==> config.mk <==
export PLATFORM = sky130hd
export DESIGN_NAME = hqm_aw_incdec_cnt
export DESIGN_NICKNAME = d
export VERILOG_FILES = /design/src/rtl/hqm_aw_incdec_cnt_pkg.sv /design/src/rtl/hqm_aw_incdec_cnt_incdec.sv /design/src/rtl/hqm_aw_incdec_cnt.sv
export SDC_FILE = /design/constraint.sdc
export NUM_CORES = 1
export LEC_CHECK = 0
export ABC_AREA = 1
export BUFFER_PORTS_ARGS = -buffer_cell sky130_fd_sc_hd__buf_2
export CORE_ASPECT_RATIO = 1.2
export CORE_MARGIN = 3
export CORE_UTILIZATION = 48
export DETAILED_ROUTE_END_ITERATION = 6
export GPL_TIMING_DRIVEN = 1
export PLACE_DENSITY = 0.77
export RECOVER_POWER = 100
export SLEW_MARGIN = 20
export SYNTH_ARGS = -nofsm -noshare
export SYNTH_HDL_FRONTEND = slang
export SYNTH_SLANG_ARGS = --single-unit
==> constraint.sdc <==
create_clock -name clk_i -period 1.97 [get_ports clk_i]
set_clock_uncertainty 0.15 [all_clocks]
set_input_delay 0 -clock clk_i [delete_from_list [all_inputs] [get_ports clk_i]]
set_output_delay 0 -clock clk_i [all_outputs]
set_load 0.03 [all_outputs]
==> src/rtl/hqm_aw_incdec_cnt_pkg.sv <==
// Shared types for the saturating up/down counter: sticky error record and request decode.
package hqm_aw_incdec_cnt_pkg;

    typedef struct packed {
        logic ovf;
        logic unf;
    } aw_cnt_err_t;

    typedef enum logic [1:0] {
        REQ_HOLD = 2'd0,
        REQ_LOAD = 2'd1,
        REQ_INC  = 2'd2,
        REQ_DEC  = 2'd3
    } cnt_req_e;

    // Load outranks inc/dec; inc and dec together cancel into a hold.
    function automatic cnt_req_e decode_req(input logic load_v, input logic inc, input logic dec);
        cnt_req_e req;
        req = REQ_HOLD;
        if (load_v) begin
            req = REQ_LOAD;
        end else if (inc && !dec) begin
            req = REQ_INC;
        end else if (dec && !inc) begin
            req = REQ_DEC;
        end
        return req;
    endfunction

endpackage

==> src/rtl/hqm_aw_incdec_cnt_incdec.sv <==
// Plain wrapping incrementer/decrementer: sum = a+1 when inc_dec=0, a-1 when inc_dec=1.
module hqm_aw_incdec_cnt_incdec #(
    parameter int WIDTH = 4
) (
    input  logic [WIDTH-1:0] a_i,
    input  logic             inc_dec_i,
    output logic [WIDTH-1:0] sum_o
);

    assign sum_o = inc_dec_i ? (a_i - WIDTH'(1)) : (a_i + WIDTH'(1));

endmodule

==> src/rtl/hqm_aw_incdec_cnt.sv <==
// Registered occupancy/credit counter with load, saturation at 0/MAX_VAL, status flags and error reporting.
module hqm_aw_incdec_cnt
    import hqm_aw_incdec_cnt_pkg::*;
#(
    parameter int WIDTH   = 4,
    parameter int MAX_VAL = (1 << WIDTH) - 1,
    parameter int RST_VAL = 0
) (
    input  logic             clk_i,
    input  logic             rst_i,
    input  logic             inc_i,
    input  logic             dec_i,
    input  logic             load_v_i,
    input  logic [WIDTH-1:0] load_val_i,
    input  logic [WIDTH-1:0] thresh_i,
    input  logic             err_clr_i,
    output logic [WIDTH-1:0] cnt_o,
    output logic             empty_o,
    output logic             full_o,
    output logic             at_thresh_o,
    output logic             ovf_err_o,
    output logic             unf_err_o,
    output logic [1:0]       err_sticky_o
);

    localparam logic [WIDTH-1:0] MAX_CNT = WIDTH'(MAX_VAL);
    localparam logic [WIDTH-1:0] RST_CNT = WIDTH'(RST_VAL);

`ifndef INTEL_SVA_OFF
    if (WIDTH < 1) begin : g_chk_width
        $error("hqm_aw_incdec_cnt: WIDTH must be > 0");
    end
    if ((MAX_VAL < 1) || (MAX_VAL > (1 << WIDTH) - 1)) begin : g_chk_max
        $error("hqm_aw_incdec_cnt: MAX_VAL out of range");
    end
    if ((RST_VAL < 0) || (RST_VAL > MAX_VAL)) begin : g_chk_rst
        $error("hqm_aw_incdec_cnt: RST_VAL exceeds MAX_VAL");
    end
`endif

    logic [WIDTH-1:0] cnt_q, cnt_d;
    logic             empty_q, empty_d;
    logic             full_q, full_d;
    logic             ovf_q, ovf_d;
    logic             unf_q, unf_d;
    aw_cnt_err_t      sticky_q, sticky_d;
    logic [WIDTH-1:0] sum;
    cnt_req_e         req;

    hqm_aw_incdec_cnt_incdec #(
        .WIDTH (WIDTH)
    ) u_incdec (
        .a_i       (cnt_q),
        .inc_dec_i (dec_i & ~inc_i),
        .sum_o     (sum)
    );

    assign req = decode_req(load_v_i, inc_i, dec_i);

    // The raw incdec result is only taken when it cannot wrap.
    always_comb begin
        cnt_d = cnt_q;
        ovf_d = 1'b0;
        unf_d = 1'b0;
        unique case (req)
            REQ_LOAD: begin
                if (load_val_i > MAX_CNT) begin
                    cnt_d = MAX_CNT;
                    ovf_d = 1'b1;
                end else begin
                    cnt_d = load_val_i;
                end
            end
            REQ_INC: begin
                if (cnt_q == MAX_CNT) begin
                    ovf_d = 1'b1;
                end else begin
                    cnt_d = sum;
                end
            end
            REQ_DEC: begin
                if (cnt_q == '0) begin
                    unf_d = 1'b1;
                end else begin
                    cnt_d = sum;
                end
            end
            default: ;
        endcase
        empty_d      = (cnt_d == '0);
        full_d       = (cnt_d == MAX_CNT);
        sticky_d.ovf = ovf_d | (sticky_q.ovf & ~err_clr_i);
        sticky_d.unf = unf_d | (sticky_q.unf & ~err_clr_i);
    end

    always_ff @(posedge clk_i) begin
        if (rst_i) begin
            cnt_q    <= RST_CNT;
            empty_q  <= (RST_CNT == '0);
            full_q   <= (RST_CNT == MAX_CNT);
            ovf_q    <= 1'b0;
            unf_q    <= 1'b0;
            sticky_q <= '0;
        end else begin
            cnt_q    <= cnt_d;
            empty_q  <= empty_d;
            full_q   <= full_d;
            ovf_q    <= ovf_d;
            unf_q    <= unf_d;
            sticky_q <= sticky_d;
        end
    end

    assign cnt_o        = cnt_q;
    assign empty_o      = empty_q;
    assign full_o       = full_q;
    assign at_thresh_o  = (cnt_q >= thresh_i);
    assign ovf_err_o    = ovf_q;
    assign unf_err_o    = unf_q;
    assign err_sticky_o = sticky_q;

endmodule

==> metrics.cfg, run 1 <==
[grt]
grt_overflow=0
grt_pass1_vias=755
grt_max_degree=8
grt_usage=0.1933
antenna_found_initial=0
grt_pass1_wl_um=3036

[yosys]
syn_area_um2=748.2
synth_warnings=0
synth_common_cells=nand2_1, inv_1, nor2_1
yosysTopAreaCell=dfxtp_1
synth_most_common_cell=nand2_1
synth_cells=114
ys_top_cells_by_area=dfxtp_1, ha_1, nand2_1
async_flop_share=0
syn_area_per_cell_um2=6.563
synth_top_area_frac=0.2676
ys_ff_latch=10
synth.distinct_cells=19
synth_edf_count=0
ys_seq_area_frac=0.2676
synth_ff_type=dfxtp_1
synth.net_count=138

[worst_setup_path]
crit_path_start_kind=flop
crit_family=buffers and inverters
critPathMaxStageDelay_ns=0.36
crit_fanout=6
critPathArrivalTime_ns=1.58
worstPathRequired_ns=1.82
crit_chain=buf_4 > ha_1 > inv_1 > nor2_1 > o211ai_1 > nand3_1 > clkbuf_2
crit_slowest_cell=dfxtp_2
critical_path_buf_inv_count=3
worstSetupPathType=flop to primary output
end_kind=primary output

[sta]
setup_viol=0
finalSetupTns_ns=0
rsz0062_at_grt=no
timing.final.crit_share=0.8757
drv_slew=0
hold_viol_final=0
period_needed_ns=1.725
timing.slew.headroom=0.7553
holdWs_ns=0.02486
fmax_ghz=0.5797
setup_ws_ns=0.2450
tightestPinTransition_ns=0.3687

[floorplanning]
core-area_um2=1445
dieArea_um2=2070
pin_count=25
std_cell_rows=15
start_util=0.5177
chipHeight_um=49.25
fp.dieW_um=42.04

[drt]
vias=777
dr.pass1.iters=4
drt-initial-drc-count=4
ant_nets=0
via_per_inst=4.796
wirelength_um=1743
wl_per_cell_um=10.76
drc_errors=0

[pwr]
leakagePower_nw=0.5339
power_density_nw_per_um2=611.4
power_uw=568.4
ir_drop_mv=0.4103

[place]
placed_area_um2=897.1
place_ws_ns=0.1564
dpl.hpwl_um=1422
gp_congestion=0.7942
place_inst=156
port_buffers=24

[finish]
final_cells=162
utilization=0.6433
finalNetCount=171
area_growth_pct=24.25
drive_gt1_frac=0.1862
antenna_cells=0
final_cell_area_um2=929.6

[clock_network]
numCtsBuffers=3
clkSinkCount=10
cts-root-buf=clkbuf_4
clkTransAtPathRegs_ns=0.06
h-tree-depth=1
clk_path_buf_depth=2
worstSkewPairLatency_ns=0.26
post_cts_buffers=0
cts_tree=done

[hold_path]
hp-class=input pin to flop

[outcome]
status=finished clean

[job]
maxCapViolCount=0

## per-layer routing
metal  vias up  global-route usage  part of all wire
met4         0              0.1244             0.026
met2        18              0.3582              0.53
li1        413                   -                 -
met3         4             0.02952             0.040
met1       342              0.1942              0.40
met5         -                   0                 0
## flip-flops by register name, summed over array words and instances (netlist names)
register,flops
err_sticky_o,2
unf_err_o,1
empty_o,1
full_o,1
cnt_o,4
ovf_err_o,1
## kinds of logic after synthesis
group | Yosys count | share of synthesized area
AOI/OAI and AO/OA | 8 | 0.07190
xor gates and xnor gates | 1 | 0.01171
adders and majority gates | 10 | 0.1672
buffers and inverters | 22 | 0.1104
DFF | 10 | 0.2676
and+or+nand+nor | 63 | 0.3712
## worst register-to-register path, stage by stage, from the launching register on
cell and delay (ns):
dfxtp_2 0.40, nand2_1 0.07, inv_1 0.08, nor2_2 0.04
ha_1 0.19, a21oi_1 0.11, nand2_1 0.06, nand2_1 0.05
nand2_1 0.04, nand2_1 0.05, nand2_1 0.08, nand3_1 0.08
nand2_1 0.05, nand2_1 0.07, inv_1 0.03
## power by group
group | switching (mW) | internal (mW) | total [mW]
logic | 0.129 | 0.0738 | 0.203
registers | 0.0172 | 0.216 | 0.233
clock network | 0.0618 | 0.0701 | 0.132
## worst paths after layout
check	slack, ns	cells past startpoint	to	startpoint
worst max register to register	0.31	14	empty_o	cnt_o[1]
worst max-delay path	0.24	7	at_thresh_o	cnt_o[1]
worst min-delay path	0.02	7	cnt_o[0]	load_val_i[0]
worst min register to register	0.35	1	err_sticky_o[0]	err_sticky_o[0]
## what timing repair did
action / in CTS / in global routing
hold buffers: 3 / 0
resized for setup: 0 / 1
setup endpoints to repair: 0 / 1
hold endpoints to repair: 7 / 0
## cells in the final DEF (no fill, tap or decap), drive strengths merged
cell type / instances
nand4: 1
nor3: 1
dlygate4sd3: 3
a31o: 2
ha: 10
xor2: 1
dfxtp: 10
or2: 2
o211ai: 1
a21oi: 3
buf: 13
o21ai: 2
clkbuf: 15
nor2: 16
nand3: 8
inv: 22
nand2: 35
## layout make-up
class                           count  area [um2]
Tap cell                           17       21.27
Timing Repair Buffer               28       143.9
Sequential cell                    10       201.4
Inverter                           22       82.58
Clock buffer                        3       22.52
Fill cell                         145       515.5
Multi-Input combinational cell     82       457.9
Note: power is estimated with default switching activity, not from simulation.
==> inputs of run 2 (changes only) <==
Settings changed: CORE_UTILIZATION 48 to 45, HOLD_SLACK_MARGIN set to 0.08, PLACE_DENSITY 0.77 to 0.73.
==> run 2 against run 1 <==
Compared with the run above: first-iteration DRC count grew to 2.5 times the previous value; setup slack gained 0.059 ns; wire length grew 2.8%; worst hold slack gained 0.067 ns; highest routed layer unchanged.
==> metrics.cfg, run 2 (synthesized netlist as in run 1, its figures left out) <==
[pwr]
leakagePower_nw=0.5485
ir_drop_mv=0.4375
seq_power_share=0.376
p_sw_uw=217.3
p_int_uw=404.2
p_sw_frac=0.3496
power_density_nw_per_um2=641.7
clkPwrFrac=0.290
combPwrFrac=0.333

[clock_network]
numCtsBuffers=3
worstSkewPairLatency_ns=0.26
h-tree-depth=1
post_cts_buffers=0
cts_tree=done
clk_path_buf_depth=2
clkSinkCount=10
cts-root-buf=clkbuf_4
clkTransAtPathRegs_ns=0.07

[floorplanning]
dieArea_um2=2190
pin_count=25
start_util=0.4983
fp.dieW_um=43.23
std_cell_rows=15
core-area_um2=1501
chipHeight_um=50.67

[drt]
wl_per_cell_um=10.86
via_per_inst=4.927
vias=813
wirelength_um=1792
drc_errors=0
dr.pass1.iters=4
drt-initial-drc-count=10
ant_nets=0

[finish]
multiInputGateArea_um2=460.4
final_cell_mix=nand2_1, inv_1, nor2_1
area_growth_pct=29.43
fill_cells=163
final_cells=165
finalNetCount=173
antenna_cells=0
layout_commonest_cell=nand2_1
final_cell_area_um2=968.4
drive_gt1_frac=0.1892
largest_reg_flops=4
regArea_um2=201.4

[worst_setup_path]
crit_path_start_kind=flop
critPathMaxStageDelay_ns=0.46
worstPathRequired_ns=1.82
crit_fanout=6
timing.rr.start=cnt_o[1]
crit_chain=inv_1 > ha_1 > nand4_1 > nand3_1 > clkbuf_2
crit_slowest_cell=dfxtp_1
crit_family=flip-flops
critPathArrivalTime_ns=1.52
critical_path_buf_inv_count=2
startpoint=cnt_o[0]
end_kind=primary output
worstSetupPathType=flop to primary output

[sta]
tightestPinTransition_ns=0.3704
period_needed_ns=1.666
hold_viol_final=0
drv_slew=0
finalSetupTns_ns=0
rsz0062_at_grt=no
fmax_ghz=0.6004
setup_viol=0
timing.final.crit_share=0.8455
setup_ws_ns=0.3044
timing.slew.headroom=0.7541

[outcome]
status=finished clean

[place]
place_inst=155
port_buffers=24
place_ws_ns=0.1040
placed_area_um2=889.6
dpl.hpwl_um=1358
gp_congestion=0.8407

[grt]
grt_pass1_vias=799
antenna_found_initial=0
grt_pass1_wl_um=3084
grt_overflow=0
grt_max_degree=10
grt_usage=0.1828

[hold_path]
hp-class=input pin to flop
hold_path_startpoint=load_v_i

[job]
maxCapViolCount=0

run 2: cell count changes in the layout (fill, tap and decap cells not counted):
cell / delta
buf_4: -1
nand2_2: +1
clkbuf_8: +1
dlygate4sd3_1: +3
nand2_1: -1
run 2: timing repair:
action / 4_1_cts / 5_1_grt
hold buffers: 6 / 0
endpoints found under the setup margin: 0 / 1
endpoints found under the hold margin: 10 / 0
resized for setup: 0 / 1
run 2: worst min-delay path, stage by stage:
cell	delay (ns)
buf_2	0.14
a21oi_1	0.07
nand2_1	0.10
nand3_1	0.10
inv_1	0.06
run 2: path summary, 6_finish.rpt:
kind | cells after the start | slack (ns) | endpoint
max | 5 | 0.30 | at_thresh_o
min | 5 | 0.09 | cnt_o[3]
max reg2reg | 13 | 0.31 | full_o
min reg2reg | 1 | 0.34 | err_sticky_o[1]
run 2: final cells by class:
class,count,area share
Inverter,22,0.08527
Timing Repair Buffer,30,0.1718
Clock buffer,4,0.03747
Multi-Input combinational cell,82,0.4755
Sequential cell,10,0.2080
Tap cell,17,0.02196
run 2: power groups by stage:
stage / sequential (mW) / clock (mW) / combinational [mW]
3_5_place_dp: 0.237 / 0 / 0.202
5_1_grt: 0.237 / 0.197 / 0.236
6_report: 0.234 / 0.180 / 0.207
4_1_cts: 0.233 / 0.187 / 0.213
3_3_place_gp: 0.237 / 0 / 0.199
2_1_floorplan: 0.259 / 0 / 0.121
run 2: metrics by stage:
stage | power, mW | hold slack [ns] | utilization
finish | 0.6215 | 0.09229 | 0.6450
global route | 0.6701 | 0.1593 | 0.6450
CTS | 0.6336 | 0.08310 | 0.6567
detailed placement | 0.4394 | 0.09069 | 0.5925
global placement | 0.4359 | 0.08643 | 0.5925
floorplan | 0.3804 | -0.08095 | -
run 2: metal layers:
layer  share of wire  vias to the layer above  GRT usage
li1                -                      420          -
met1            0.42                      355     0.2086
met2            0.51                       32     0.3079
met3           0.044                        6    0.01434
met4           0.030                        0     0.1357
met5               0                        -          0
